`config.mk`:
```
export PLATFORM = sky130hd
export DESIGN_NAME = status_reg_ctrl
export DESIGN_NICKNAME = d
export VERILOG_FILES = /design/src/rtl/arm_pkg.sv /design/src/rtl/sr_tmo_counter.sv /design/src/rtl/status_reg_ctrl.sv
export SDC_FILE = /design/constraint.sdc
export NUM_CORES = 1
export LEC_CHECK = 0
export BUFFER_PORTS_ARGS = -buffer_cell sky130_fd_sc_hd__clkbuf_2
export CORE_ASPECT_RATIO = 0.5
export CORE_MARGIN = 8
export CORE_UTILIZATION = 29
export CTS_BUF_LIST = sky130_fd_sc_hd__clkbuf_4 sky130_fd_sc_hd__clkbuf_8 sky130_fd_sc_hd__clkbuf_16
export CTS_CLUSTER_DIAMETER = 100
export DETAILED_ROUTE_END_ITERATION = 10
export REMOVE_ABC_BUFFERS = 1
export SLEW_MARGIN = 20
export SYNTH_ARGS = -nofsm -noshare
export SYNTH_HDL_FRONTEND = slang
export SYNTH_SLANG_ARGS = --single-unit
```
`constraint.sdc`:
```
create_clock -name clk -period 1.8 [get_ports clk]
set_input_delay 0.36 -clock clk [delete_from_list [all_inputs] [get_ports clk]]
set_output_delay 0.36 -clock clk [all_outputs]
set_load 0.005 [all_outputs]
```
`src/rtl/arm_pkg.sv`:
```
// arm_pkg: shared status-flag indices, condition constants and status FSM states
package arm_pkg;
    localparam int FLAG_C = 3;
    localparam int FLAG_V = 2;
    localparam int FLAG_N = 1;
    localparam int FLAG_Z = 0;
    localparam logic [3:0] COND_AL = 4'b1110;
    typedef enum logic {SR_IDLE, SR_WAIT} sr_state_t;
endpackage

```
`src/rtl/sr_tmo_counter.sv`:
```
// sr_tmo_counter: loadable down-counter that flags the last cycle of a multi-cycle wait
module sr_tmo_counter #(
    parameter int MC_TMO = 8,
    parameter int CNT_W  = $clog2(MC_TMO + 1)
) (
    input  logic             clk,
    input  logic             rst_n,
    input  logic             load,
    input  logic             dec,
    output logic [CNT_W-1:0] cnt_q,
    output logic             expire
);
    logic [CNT_W-1:0] cnt_d;
    // load takes priority; decrement stops at zero
    always_comb begin
        cnt_d = load ? CNT_W'(MC_TMO) : (dec && cnt_q != '0) ? cnt_q - 1'b1 : cnt_q;
    end
    // counter register
    always_ff @(posedge clk or negedge rst_n) begin
        if (!rst_n) cnt_q <= '0;
        else        cnt_q <= cnt_d;
    end
    assign expire = cnt_q == CNT_W'(1);
endmodule

```
`src/rtl/status_reg_ctrl.sv`:
```
// status_reg_ctrl: NZCV status register with multi-cycle wait, EX->ID bypass and flag stall
module status_reg_ctrl
    import arm_pkg::*;
#(
    parameter int FLAG_W = 4,
    parameter int MC_TMO = 8,
    parameter bit BYPASS = 1'b1
) (
    input  logic              clk,
    input  logic              rst_n,
    input  logic              ex_valid,
    input  logic              ex_s,
    input  logic              ex_cond_pass,
    input  logic              ex_multi,
    input  logic [FLAG_W-1:0] ex_flags,
    input  logic              mc_done,
    input  logic [FLAG_W-1:0] mc_flags,
    input  logic              msr_we,
    input  logic [FLAG_W-1:0] msr_data,
    input  logic              flush,
    input  logic              id_uses_flags,
    output logic [FLAG_W-1:0] sr_q,
    output logic [FLAG_W-1:0] sr_fwd,
    output logic              flag_stall,
    output logic              busy,
    output logic              err_tmo
);
    localparam int CNT_W = $clog2(MC_TMO + 1);
    sr_state_t         state_q, state_d;
    logic [FLAG_W-1:0] sr_d;
    logic              err_tmo_q, err_tmo_d;
    logic              upd, idle, tmo_load, tmo_expire;
    logic [CNT_W-1:0]  tmo_cnt;
    assign upd  = ex_valid & ex_s & ex_cond_pass & ~flush;
    assign idle = state_q == SR_IDLE;
    sr_tmo_counter #(.MC_TMO(MC_TMO), .CNT_W(CNT_W)) u_tmo (
        .clk    (clk),
        .rst_n  (rst_n),
        .load   (tmo_load),
        .dec    (~idle),
        .cnt_q  (tmo_cnt),
        .expire (tmo_expire)
    );
    // next-state and flag commit; WAIT exits on done > flush > msr > timeout
    always_comb begin
        state_d   = state_q;
        sr_d      = sr_q;
        err_tmo_d = 1'b0;
        tmo_load  = 1'b0;
        if (idle) begin
            sr_d = msr_we ? msr_data : (upd && !ex_multi) ? ex_flags : sr_q;
            if (upd && ex_multi) begin
                state_d  = SR_WAIT;
                tmo_load = 1'b1;
            end
        end else if (mc_done) begin
            sr_d    = mc_flags;
            state_d = SR_IDLE;
        end else if (flush) begin
            state_d = SR_IDLE;
        end else if (msr_we) begin
            sr_d    = msr_data;
            state_d = SR_IDLE;
        end else if (tmo_expire) begin
            err_tmo_d = 1'b1;
            state_d   = SR_IDLE;
        end
    end
    // state, status and timeout-pulse registers
    always_ff @(posedge clk or negedge rst_n) begin
        if (!rst_n) begin
            state_q   <= SR_IDLE;
            sr_q      <= '0;
            err_tmo_q <= 1'b0;
        end else begin
            state_q   <= state_d;
            sr_q      <= sr_d;
            err_tmo_q <= err_tmo_d;
        end
    end
    // bypassed flag view and stall while flags are not yet resolvable
    always_comb begin
        sr_fwd = idle ? (msr_we ? msr_data : (BYPASS && upd && !ex_multi) ? ex_flags : sr_q)
                      : (mc_done ? mc_flags : sr_q);
        flag_stall = id_uses_flags & ((~idle & ~mc_done) | (idle & upd & ex_multi) |
                                      (~BYPASS & idle & upd & ~ex_multi));
    end
    assign busy    = ~idle;
    assign err_tmo = err_tmo_q;
    logic unused;
    assign unused = ^tmo_cnt;
endmodule

```
==> out/metrics.cfg <==
[placed_design]
place_inst=160
gp_congestion=0.764
hpwlAfterDp_mm=1.86
dp_slack_ps=-32.4
port_buffers=32

[yosys]
ys_seq_area_share_pct=33.0
synth-seq-cells=10
syn_avg_cell_area_um2=8.72
synthCells=87
synth_top_area_share_pct=33.0
syn_area_um2=758
yosys_warnings=0
synth_top_area_cell=dfrtp_1
ys_types=28
synth_area_leaders=dfrtp_1, nand3_1, ha_1

[final_layout]
n_fill_cell=246
layout.nets=156
fin_util_pct=45.9
finalNonFillerCells=167
drive_above_1_share_pct=45.4
num_antenna_cells=0
area_growth_pct=53.5

[routing]
detail_route.first_pass.iterations=4
first_iter_violations=65
wl_per_cell_um=14.3
routed_wl_mm=2.39
vias=834
drc=0
viasPerCell=4.99
drt.antenna.violating_nets=0

[hold_path]
hold_path.class=in2reg

[global_routing]
grt_pass1_vias=829
grt_max_degree=11
grt_pass1_wl_mm=3.74
antenna_found_initial=0
grt_use_total_pct=10.5
grt-ovfl-total=0

[power]
pwr-share-clk_pct=32.1
total_leakage_power_nw=0.528
power_density_nw_per_um2=765
netSwitchingPower_mw=0.279
swShare_pct=31.3
intPower_mw=0.611
pwr-share-seq_pct=37.5
p_comb_share_pct=30.4
vdd_drop_max_v=0.000377

[timing]
worst_pin_slew_ps=290
max_slew_margin_pct=80.6
fin_skew_ps=2.74
fin_ws_ps=-1.28
tns_ps=-1.28
timing.final.crit_share_pct=100
rsz0062_at_grt=true
hold_viol_final=0
fmax_mhz=555
period_needed_ps=1800
finalSetupViolCount=1
final_max_slew_viol_count=0

[cts]
clk-insertion-delay-late_ps=240
root_buffer=clkbuf_8
cts_tree=yes
cts_inserted_buffers=3
cts_max_level=1
clkTransAtPathRegs_ps=50
cts_buffer_depth=2
clkSinkCount=10

[floorplanning]
die_w_um=88.3
start_util_pct=29.9
row_count=13
die_h_um=52.2
ios=33
core_um2=2540
die_area_um2=4610

[worst_setup_path]
cp-end-kind=output pin
crit_chain=buf_8 > nand4b_4 > or4_4 > o311ai_4 > nand3_1 > buf_2
arrival_ps=1440
crit_type=in2out
reg2reg_setup_slack_ps=200
cp_slowest_cell=or4_4
critPathRequiredTime_ps=1440
cp-start-kind=input port
cpPeakStageDelay_ps=440
cp_max_fo=4
crit_family=simple AND/OR/NAND/NOR gates
crit_buf_inv=2

[status]
violations=setup timing
status=complete, but fails checks

[job]
maxCapViolations=0

==> cells in the mapped netlist <==
| library cell | instances |
|---|---|
| a21boi_0 | 1 |
| and4b_1 | 1 |
| o311ai_1 | 4 |
| ha_1 | 3 |
| o21ai_0 | 4 |
| nor4b_1 | 1 |
| nand2b_1 | 2 |
| nor3_1 | 5 |
| or4_1 | 4 |
| o22ai_1 | 1 |
| nor2_1 | 4 |
| nand4b_4 | 1 |
| nor3b_1 | 5 |
| nor2b_1 | 5 |
| nand3b_1 | 1 |
| nand2_2 | 1 |
| o41ai_1 | 1 |
| nand3_1 | 10 |
| inv_1 | 3 |
| nand2_1 | 7 |
| buf_2 | 2 |
| buf_6 | 1 |
| dfrtp_1 | 10 |
| or3b_1 | 1 |
| buf_1 | 1 |
| a31oi_1 | 4 |
| mux2i_1 | 3 |
| xor2_1 | 1 |
==> cells by family (layout without fill, tap and decap cells) <==
logic type	after synthesis	count (layout)	share of synthesized area, %
AOI/OAI and AO/OA	15	15	13.5
xor gates and xnor gates	1	1	1.16
adders and majority gates	3	3	4.95
buffers and inverters	7	50	4.78
DFF	10	10	33.0
muxes	3	3	3.96
and+or+nand+nor	48	48	38.6
==> power groups by stage <==
stage          registers, mW  clock network, mW  logic, mW
2_1_floorplan          0.321                  0      0.129
3_3_place_gp           0.331                  0      0.233
3_5_place_dp           0.333                  0      0.241
4_1_cts                0.332              0.297      0.262
5_1_grt                0.342              0.308      0.302
6_report               0.334              0.286      0.271
==> through the flow <==
| stage | hold WS, ps | power [mW] | instance area [um2] |
|---|---|---|---|
| after floorplan | 64.4 | 0.450 | 733 |
| after global placement | 249 | 0.565 | 1000 |
| after detailed placement | 254 | 0.573 | 1000 |
| after CTS | 312 | 0.891 | 1120 |
| after global routing | 378 | 0.952 | 1160 |
| final | 378 | 0.890 | 1160 |
==> path summary, 6_finish.rpt <==
check                                     from              to  cells after the start
min in group asynchronous                rst_n  u_tmo.cnt_q[3]                      2
worst min register to register  u_tmo.cnt_q[2]  u_tmo.cnt_q[2]                      1
worst min-delay path                     flush         err_tmo                      3
worst max register to register  u_tmo.cnt_q[0]  u_tmo.cnt_q[2]                      6
max in group asynchronous                rst_n            busy                      2
worst max-delay path                     flush       sr_fwd[3]                      6
==> tightest hold or removal path, cell delays in order <==
cell and delay, ps:
buf_8 70, buf_4 100, nor4b_1 40
==> state kept, by name, indices dropped and copies added, names as in the netlist <==
name and flops:
err_tmo 1, u_tmo.cnt_q 4, busy 1, sr_q 4
==> final cells by class <==
class                           count  area [um2]  share of cell area, %
Inverter                            3        11.3                  0.968
Multi-Input combinational cell     70         544                   46.8
Sequential cell                    10         251                   21.6
Tap cell                           37        46.3                   3.98
Timing Repair Buffer               43         255                   21.9
Clock buffer                        4        55.1                   4.73
==> what timing repair did <==
action | in CTS | in global routing
endpoints found under the setup margin | 3 | 5
hold buffers | 1 | 0
resized for setup | 7 | 9
buffers inserted | 1 | 1
hold endpoints to repair | 6 | 0
pin swaps | 1 | 3
==> metal layers <==
metal | up-vias | part of all wire (%) | GRT usage (%)
met4 | 0 | 1.1 | 4.16
met5 | - | 0 | 0
met3 | 2 | 1.8 | 1.88
li1 | 415 | - | -
met1 | 403 | 46 | 12.0
met2 | 14 | 51 | 19.1
==> layout by cell type, fill, tap and decap left out, types with 4 or more instances in the layout <==
| cell | count |
|---|---|
| o21ai_0 | 4 |
| nor3b_1 | 5 |
| buf_4 | 10 |
| clkbuf_8 | 4 |
| a31oi_1 | 4 |
| dfrtp_1 | 9 |
| nand2_1 | 7 |
| clkbuf_2 | 30 |
| nand3_1 | 10 |
| nor2_1 | 4 |
| nor2b_1 | 5 |
Power figures use the tool's default switching activity.
